$ cat config.mk
export PLATFORM = sky130hd
export DESIGN_NAME = vga_timing_gen_flat
export DESIGN_NICKNAME = d
export VERILOG_FILES = /design/src/rtl/vga_timing_if.sv /design/src/rtl/vga_timing_gen.sv /design/src/flat_wrapper.sv
export SDC_FILE = /design/constraint.sdc
export NUM_CORES = 1
export LEC_CHECK = 0
export BUFFER_PORTS_ARGS = -buffer_cell sky130_fd_sc_hd__buf_2
export CORE_MARGIN = 1
export CORE_UTILIZATION = 55
export CTS_CLUSTER_DIAMETER = 40
export DETAILED_ROUTE_END_ITERATION = 16
export PLACE_DENSITY = 0.77
export SYNTH_ARGS = -nofsm -noshare
export SYNTH_HDL_FRONTEND = slang
export SYNTH_SLANG_ARGS = --single-unit
$ cat constraint.sdc
create_clock -name clk -period 6.25 [get_ports clk]
set_clock_uncertainty 0.15 [all_clocks]
set_input_delay 1.25 -clock clk [delete_from_list [all_inputs] [get_ports clk]]
set_output_delay 1.25 -clock clk [all_outputs]
set_load 0.03 [all_outputs]
$ cat src/rtl/vga_timing_if.sv
// vga_timing_if
//   Raster timing bundle driven by vga_timing_gen towards the pixel/RAM read
//   path of the logic-analyzer display.
//
//   Handshake semantics: there is no backpressure. pix_tick is a one-clk
//   "valid" qualifier for the pixel period; the consumer has no ready and must
//   accept every pixel. line_start/frame_start are one-clk strobes.
//
//   Signals:
//     pix_tick     one-clk pulse per pixel period
//     hsync/vsync  sync outputs, active level set by the generator parameters
//     video_on     counters inside the visible area
//     pixel_x/y    horizontal / vertical counters (CNT_W bits)
//     line_start   one-clk pulse at the start of each line
//     frame_start  one-clk pulse at the start of each frame
//
//   Modports: master = generator side, slave = consumer side.
interface vga_timing_if #(
  parameter int CNT_W = 12
);
  logic             pix_tick;
  logic             hsync;
  logic             vsync;
  logic             video_on;
  logic [CNT_W-1:0] pixel_x;
  logic [CNT_W-1:0] pixel_y;
  logic             line_start;
  logic             frame_start;

  modport master (
    output pix_tick, hsync, vsync, video_on,
    output pixel_x, pixel_y, line_start, frame_start
  );

  modport slave (
    input pix_tick, hsync, vsync, video_on,
    input pixel_x, pixel_y, line_start, frame_start
  );
endinterface

$ cat src/rtl/vga_timing_gen.sv
// vga_timing_gen
//   Parametrised raster sync generator. An integer divider turns the system
//   clock into a pixel tick; horizontal/vertical counters advance on that tick
//   and hsync/vsync/video_on are decoded from the counters with selectable
//   sync polarity.
//
//   Ports:
//     clk  system clock (single clock domain)
//     rst  synchronous, active-high reset
//     vga  vga_timing_if.master: pix_tick, hsync, vsync, video_on, pixel_x,
//          pixel_y, line_start, frame_start (all registered)
//
//   Optional feature, macro VGA_TIMING_SYNC_DLY_EN:
//     when defined, hsync/vsync/video_on pass through a SYNC_DLY-stage shift
//     register advanced on pixel ticks, so they lag pixel_x/pixel_y by
//     SYNC_DLY pixels (to cover RAM/ROM read latency). The strobes are never
//     delayed. When undefined, decode outputs are aligned with the counters.
module vga_timing_gen #(
  parameter int CNT_W    = 12,
  parameter int CLK_DIV  = 2,
  parameter int H_DISP   = 640,
  parameter int H_FP     = 16,
  parameter int H_SYNC   = 96,
  parameter int H_BP     = 48,
  parameter int V_DISP   = 480,
  parameter int V_FP     = 10,
  parameter int V_SYNC   = 2,
  parameter int V_BP     = 33,
  parameter int H_POL    = 0,
  parameter int V_POL    = 0,
  parameter int SYNC_DLY = 2
) (
  input  logic        clk,
  input  logic        rst,
  vga_timing_if.master vga
);

  localparam int H_TOT = H_DISP + H_FP + H_SYNC + H_BP;
  localparam int V_TOT = V_DISP + V_FP + V_SYNC + V_BP;

  generate
    if ((H_TOT - 1) > ((1 << CNT_W) - 1)) begin : g_h_chk
      $error("vga_timing_gen: H_TOT-1 does not fit in CNT_W bits");
    end
    if ((V_TOT - 1) > ((1 << CNT_W) - 1)) begin : g_v_chk
      $error("vga_timing_gen: V_TOT-1 does not fit in CNT_W bits");
    end
  endgenerate

  localparam int DIV_W = (CLK_DIV > 1) ? $clog2(CLK_DIV) : 1;
  localparam logic [DIV_W-1:0] DIV_MAX = DIV_W'(CLK_DIV - 1);

  localparam logic [CNT_W-1:0] H_MAX = CNT_W'(H_TOT - 1);
  localparam logic [CNT_W-1:0] H_VIS = CNT_W'(H_DISP);
  localparam logic [CNT_W-1:0] H_SS  = CNT_W'(H_DISP + H_FP);
  localparam logic [CNT_W-1:0] H_SE  = CNT_W'(H_DISP + H_FP + H_SYNC);
  localparam logic [CNT_W-1:0] V_MAX = CNT_W'(V_TOT - 1);
  localparam logic [CNT_W-1:0] V_VIS = CNT_W'(V_DISP);
  localparam logic [CNT_W-1:0] V_SS  = CNT_W'(V_DISP + V_FP);
  localparam logic [CNT_W-1:0] V_SE  = CNT_W'(V_DISP + V_FP + V_SYNC);

  localparam logic H_ACT = (H_POL != 0);
  localparam logic V_ACT = (V_POL != 0);

  logic [DIV_W-1:0] div_cnt;
  logic [DIV_W-1:0] div_next;
  logic             pix_tick_r;
  logic [CNT_W-1:0] x_r;
  logic [CNT_W-1:0] y_r;
  logic [CNT_W-1:0] x_next;
  logic [CNT_W-1:0] y_next;
  logic             x_wrap;
  logic             y_wrap;
  logic             hs_next;
  logic             vs_next;
  logic             vo_next;
  logic             hs_r;
  logic             vs_r;
  logic             vo_r;
  logic             ls_r;
  logic             fs_r;
  // Set by reset so both strobes fire once on the first clk after release.
  logic             first_r;

  always_comb begin
    div_next = (div_cnt == DIV_MAX) ? '0 : div_cnt + DIV_W'(1);

    x_next = x_r;
    y_next = y_r;
    x_wrap = 1'b0;
    y_wrap = 1'b0;
    if (pix_tick_r) begin
      if (x_r == H_MAX) begin
        x_next = '0;
        x_wrap = 1'b1;
        if (y_r == V_MAX) begin
          y_next = '0;
          y_wrap = 1'b1;
        end else begin
          y_next = y_r + CNT_W'(1);
        end
      end else begin
        x_next = x_r + CNT_W'(1);
      end
    end

    // Decode the next-state counters so the registered outputs line up with
    // pixel_x/pixel_y on the same clk.
    vo_next = (x_next < H_VIS) && (y_next < V_VIS);
    hs_next = ((x_next >= H_SS) && (x_next < H_SE)) ? H_ACT : ~H_ACT;
    vs_next = ((y_next >= V_SS) && (y_next < V_SE)) ? V_ACT : ~V_ACT;
  end

  always_ff @(posedge clk) begin
    if (rst) begin
      div_cnt    <= '0;
      pix_tick_r <= 1'b0;
      x_r        <= '0;
      y_r        <= '0;
      vo_r       <= 1'b0;
      hs_r       <= ~H_ACT;
      vs_r       <= ~V_ACT;
      ls_r       <= 1'b0;
      fs_r       <= 1'b0;
      first_r    <= 1'b1;
    end else begin
      div_cnt    <= div_next;
      pix_tick_r <= (div_next == DIV_MAX);
      x_r        <= x_next;
      y_r        <= y_next;
      vo_r       <= vo_next;
      hs_r       <= hs_next;
      vs_r       <= vs_next;
      first_r    <= 1'b0;
      ls_r       <= first_r | x_wrap;
      fs_r       <= first_r | (x_wrap & y_wrap);
    end
  end

`ifdef VGA_TIMING_SYNC_DLY_EN
  // Stage 0 takes the decode of the pixel just left; stage SYNC_DLY-1 thus
  // holds the decode of the pixel SYNC_DLY positions behind the counters.
  logic [SYNC_DLY-1:0] hs_dly;
  logic [SYNC_DLY-1:0] vs_dly;
  logic [SYNC_DLY-1:0] vo_dly;

  always_ff @(posedge clk) begin
    if (rst) begin
      hs_dly <= {SYNC_DLY{~H_ACT}};
      vs_dly <= {SYNC_DLY{~V_ACT}};
      vo_dly <= '0;
    end else if (pix_tick_r) begin
      for (int i = SYNC_DLY - 1; i > 0; i--) begin
        hs_dly[i] <= hs_dly[i-1];
        vs_dly[i] <= vs_dly[i-1];
        vo_dly[i] <= vo_dly[i-1];
      end
      hs_dly[0] <= hs_r;
      vs_dly[0] <= vs_r;
      vo_dly[0] <= vo_r;
    end
  end

  assign vga.hsync    = hs_dly[SYNC_DLY-1];
  assign vga.vsync    = vs_dly[SYNC_DLY-1];
  assign vga.video_on = vo_dly[SYNC_DLY-1];
`else
  assign vga.hsync    = hs_r;
  assign vga.vsync    = vs_r;
  assign vga.video_on = vo_r;
`endif

  assign vga.pix_tick    = pix_tick_r;
  assign vga.pixel_x     = x_r;
  assign vga.pixel_y     = y_r;
  assign vga.line_start  = ls_r;
  assign vga.frame_start = fs_r;

endmodule
$ cat src/flat_wrapper.sv
// flat-port wrapper written by rule: the top's interface ports become plain ports
module vga_timing_gen_flat 
#(
  parameter int CNT_W    = 12,
  parameter int CLK_DIV  = 2,
  parameter int H_DISP   = 640,
  parameter int H_FP     = 16,
  parameter int H_SYNC   = 96,
  parameter int H_BP     = 48,
  parameter int V_DISP   = 480,
  parameter int V_FP     = 10,
  parameter int V_SYNC   = 2,
  parameter int V_BP     = 33,
  parameter int H_POL    = 0,
  parameter int V_POL    = 0,
  parameter int SYNC_DLY = 2
)
  (clk, rst, vga_pix_tick, vga_hsync, vga_vsync, vga_video_on, vga_pixel_x, vga_pixel_y, vga_line_start, vga_frame_start);
  vga_timing_if #(.CNT_W(CNT_W)) vga_i ();
  input  logic clk;
  input  logic rst;
  output wire logic [$bits(vga_i.pix_tick)-1:0] vga_pix_tick;
  output wire logic [$bits(vga_i.hsync)-1:0] vga_hsync;
  output wire logic [$bits(vga_i.vsync)-1:0] vga_vsync;
  output wire logic [$bits(vga_i.video_on)-1:0] vga_video_on;
  output wire logic [$bits(vga_i.pixel_x)-1:0] vga_pixel_x;
  output wire logic [$bits(vga_i.pixel_y)-1:0] vga_pixel_y;
  output wire logic [$bits(vga_i.line_start)-1:0] vga_line_start;
  output wire logic [$bits(vga_i.frame_start)-1:0] vga_frame_start;
  assign vga_pix_tick = vga_i.pix_tick;
  assign vga_hsync = vga_i.hsync;
  assign vga_vsync = vga_i.vsync;
  assign vga_video_on = vga_i.video_on;
  assign vga_pixel_x = vga_i.pixel_x;
  assign vga_pixel_y = vga_i.pixel_y;
  assign vga_line_start = vga_i.line_start;
  assign vga_frame_start = vga_i.frame_start;
  vga_timing_gen #(.CNT_W(CNT_W), .CLK_DIV(CLK_DIV), .H_DISP(H_DISP), .H_FP(H_FP), .H_SYNC(H_SYNC), .H_BP(H_BP), .V_DISP(V_DISP), .V_FP(V_FP), .V_SYNC(V_SYNC), .V_BP(V_BP), .H_POL(H_POL), .V_POL(V_POL), .SYNC_DLY(SYNC_DLY)) u_core (.clk(clk), .rst(rst), .vga(vga_i));
endmodule
# Yosys cells after proc, flatten, opt, wreduce, memory -nomap -nowiden
# Index checks and enable logic that the tools add are counted.
# totals
regBits	31
out_inout_bits	30
inputBits	2
# classes
bitwise_logic	3
addsub	3
n_eq_ne	2
order_cmp	6
muxes	13
n_reduce_logical	4
# op_table
operator	n
12-bit 2-to-1 mux	5
12-bit by 1-bit adder with 12-bit output (second input constant)	2
12-bit by 10-bit equality test with 1-bit output (second input constant)	2
12-bit by 10-bit < comparator with 1-bit output (second input constant)	2
12-bit by 9-bit < comparator with 1-bit output (second input constant)	2
12-bit by 10-bit greater-or-equal comparator with 1-bit output (second input constant)	1
12-bit by 9-bit greater-or-equal comparator with 1-bit output (second input constant)	1
1-bit 2-to-1 mux	8
1-bit logical AND	3
1-bit OR	2
2-bit OR reduction	1
1-bit adder (second input constant)	1
1-bit AND	1

# Depth between registers and ports, before layout
# depth
ltp_word	7
mapped_depth	8
ltp_nobuf	7

# Worst setup path before layout
# Ideal clock, no wire load.
# synth_timing
kind	reg2reg
start	register u_core.x_r[0], in the netlist u_core.vga.pixel_x[0]
end	register u_core.vo_r, in the netlist u_core.vga.video_on
slack_ps	4028
path_stages_with_launch	7
n_path_buf	0
t_required_ps	5973
period_less_slack_ps	2222
arrival_time_ps	1945
cell_sequence	dfxtp_1 -> ha_1 -> and2_0 -> nand4_4 -> or4b_1 -> o2111ai_1 -> nor4b_2
# synth_between
elab_chain_cells	5
# synth_rtl
element	line_no	text
start, declared	vga_timing_gen.sv:68	logic [CNT_W-1:0] x_r;
start signal, assigned	vga_timing_gen.sv:129	x_r <= x_next;
12-bit by 1-bit adder with 12-bit output or 12-bit by 10-bit equality test with 1-bit output (tied branches)	vga_timing_gen.sv:103, vga_timing_gen.sv:93	
12-bit 2-to-1 mux	vga_timing_gen.sv:93	if (x_r == H_MAX) begin
12-bit 2-to-1 mux	vga_timing_gen.sv:92	if (pix_tick_r) begin
12-bit by 10-bit < comparator with 1-bit output or 12-bit by 9-bit < comparator with 1-bit output (tied branches)	vga_timing_gen.sv:109	vo_next = (x_next < H_VIS) && (y_next < V_VIS);
1-bit logical AND (*)	vga_timing_gen.sv:109	
end signal, assigned	vga_timing_gen.sv:131	vo_r <= vo_next;
end, declared	vga_timing_gen.sv:79	logic vo_r;
# Every way passes the cells marked *; elsewhere a longest branch is shown, timed or not.
# A chain may end at the register's enable or synchronous reset.

# Final worst setup path
# layout_timing
start	register u_core.y_r[4], in the netlist u_core.vga.pixel_y[4]
end	output vga_pixel_y[4]
# layout_rtl
element	line_no	text
start, declared	vga_timing_gen.sv:69	logic [CNT_W-1:0] y_r;
start signal, assigned	vga_timing_gen.sv:130	y_r <= y_next;
end, declared	flat_wrapper.sv:27	output wire logic [$bits(vga_i.pixel_y)-1:0] vga_pixel_y;
# No word-level cell between the ends.

==> impl_metrics.json <==
{
  "dp_hpwl_mm": 2.85,
  "post_cts_resized": 0,
  "worstPathArrival_ns": 1.19,
  "clockBufferDepth": 2,
  "hold_viol_final": 0,
  "vias": 1789,
  "fin_tns_setup_ns": 0,
  "cts_tree": "built",
  "setup_viol": 0,
  "outcome": "finished clean",
  "grt_use_total_pct": 24.2,
  "end_kind": "output port",
  "ant_nets": 0,
  "critical_path_class": "flop to output port",
  "cp-startpoint": "u_core.vga.pixel_y[4]",
  "grt_antenna_before_repair": 0,
  "coreArea_um2": 3340,
  "io_buffers": 31,
  "cts.sinks": 31,
  "cp.required_ns": 4.85,
  "crit_path_top_delay_cell": "dfxtp_1",
  "die_area_um2": 3750,
  "numCtsBuffers": 5,
  "synth_area_um2": 1930,
  "hp-start": "u_core.first_r",
  "antenna_cells": 0,
  "async_flop_share_pct": 0,
  "path_max_fanout": 11,
  "fmax_mhz": 387,
  "ys_ff_latch": 31,
  "synth_area_leaders": "dfxtp_1, nor2_1, xnor2_1",
  "hold_buffers": 0,
  "ir_worst_vdd_mv": 0.0935,
  "die_width_um": 61.2,
  "wire_per_inst_um": 13.9,
  "drt_iter0_drc": 125,
  "final_util_pct": 61.8,
  "synthCells": 232,
  "path_buf_inv": 1,
  "drive_gt1_share_pct": 20.0,
  "grt_start_max_net_pins": 23,
  "ctsHtreeMaxLevel": 2,
  "hold_path_depth": 2,
  "start_util_pct": 57.8,
  "wl_mm": 4.19,
  "synth_ff_type": "dfxtp_1",
  "die_h_um": 61.2,
  "grt_pass1_wl_mm": 6.66,
  "post_cts_buffers": 0,
  "grt-ovfl-total": 0,
  "max-slew-margin-rel_pct": 65.3,
  "final_cell_mix": "buf_2, dfxtp_1, nor2_1, nand2_1, nand3_1",
  "syn_area_per_cell_um2": 8.31,
  "rsz0062_at_grt": "false",
  "startpoint_type": "flop",
  "r2r_start": "u_core.vga.pixel_x[0]",
  "route.detailed.drc": 0,
  "hp-class": "flop to flop",
  "synth_edf_count": 0,
  "synthDominantCellAreaShare_pct": 32.2,
  "cp.depth": 1,
  "synth_nets": 237,
  "place_congestion": 0.881,
  "dr.pass1.iters": 4,
  "vias_per_cell": 5.94,
  "clk_pin_slew_worst_paths_ns": 0.10,
  "yosysWarnings": 0,
  "p_total_mw": 0.333,
  "ioPinCount": 32,
  "max_slew.worst_pin.slew_ns": 0.515,
  "rows": 21,
  "finalCritPeriodShare_pct": 41.4,
  "drv_slew": 0,
  "clk_latency_ns": 0.34,
  "grt_pass1_vias": 1356,
  "fin_nets": 259,
  "max_stage_delay_ns": 0.57,
  "path_delay_family": "flip-flops",
  "area_growth_syn_to_layout_pct": 6.88,
  "worstPathCellList": "buf_2",
  "root_buffer": "clkbuf_4",
  "finalWorstSetupSlack_ns": 3.66,
  "yosysTopAreaCell": "dfxtp_1",
  "r2r_cells": 6,
  "synth.distinct_cells": 58,
  "yosysSeqAreaShare_pct": 32.2,
  "max-cap-violations": 0,
  "power.density_nw_per_um2": 161,
  "fin_crit_ns": 2.59,
  "detailedPlace.worstSlack_ns": 3.82,
  "leakage_nw": 0.759
}
[cells in the mapped netlist, types with 2 or more instances]
| master | count |
|---|---|
| dfxtp_1 | 31 |
| buf_4 | 2 |
| inv_1 | 7 |
| nor3_1 | 13 |
| and3_1 | 5 |
| or3_2 | 2 |
| o31ai_1 | 4 |
| a31oi_1 | 4 |
| nor4_1 | 3 |
| nor2_1 | 30 |
| clkbuf_2 | 2 |
| xnor2_1 | 11 |
| xor2_1 | 7 |
| mux2i_1 | 2 |
| nand2_1 | 21 |
| or2_2 | 2 |
| buf_6 | 2 |
| and4_1 | 2 |
| nor4b_1 | 2 |
| nand3_1 | 15 |
| clkbuf_8 | 4 |
| a21oi_1 | 7 |
| nand2b_1 | 3 |
| nand4_1 | 6 |
| ha_1 | 3 |
| nand4b_1 | 3 |
| clkbuf_1 | 2 |
| buf_2 | 4 |
| o21ai_0 | 2 |
| o2111ai_1 | 2 |
| o211ai_1 | 2 |
[power breakdown]
group          internal (mW)  switching [mW]  total (mW)
Combinational        0.00469          0.0107      0.0154
Sequential             0.200         0.00256       0.203
Clock                 0.0438          0.0707       0.114
Total                  0.249          0.0839       0.333
[layout make-up]
type	instances	area, µm²
multi-input combinational	178	1150
inverter	7	26.3
clock buffer	7	45.0
clock inverter	1	5.00
tap	46	57.6
timing repair buffer	31	155
fill	328	1280
sequential	31	621
[layer usage]
layer | vias to the layer above | share of wire (%) | track usage [%] | routed length [µm]
met4 | 0 | 1.4 | 7.47 | 59
met1 | 836 | 48 | 37.1 | 2020
met3 | 7 | 6.0 | 6.51 | 250
li1 | 882 | - | - | -
met2 | 64 | 44 | 32.5 | 1860
met5 | - | 0 | 0 | 0
[kinds of logic after synthesis]
group           share of synthesized area (%)
simple gates                             36.5
buf+inv                                  8.11
xor+xnor                                 8.18
compound gates                           12.1
fa+ha+maj                                1.95
flops                                    32.2
mux                                      1.04
[metrics by stage]
step                cell area (µm²)  std cells  hold slack (ns)
finish                         2060        301            0.330
global placement               2010        293            0.301
CTS                            2060        301            0.331
global route                   2060        301            0.363
detailed placement             2010        293            0.306
floorplan                      1930        232            0.291
[worst paths after layout]
check | slack (ns) | endpoint
min | 0.33 | u_core.vga.frame_start
max reg2reg | 3.88 | u_core.vga.vsync
max | 3.66 | vga_pixel_y[4]
min reg2reg | 0.33 | u_core.vga.frame_start
[state kept, by name, indices dropped and copies added, names as in the netlist]
name                    count
u_core.vga.pixel_x         12
u_core.vga.pixel_y         12
u_core.div_cnt              1
u_core.first_r              1
u_core.vga.frame_start      1
u_core.vga.hsync            1
u_core.vga.line_start       1
u_core.vga.video_on         1
u_core.vga.vsync            1
No activity file was read; power rests on OpenSTA's default activity.
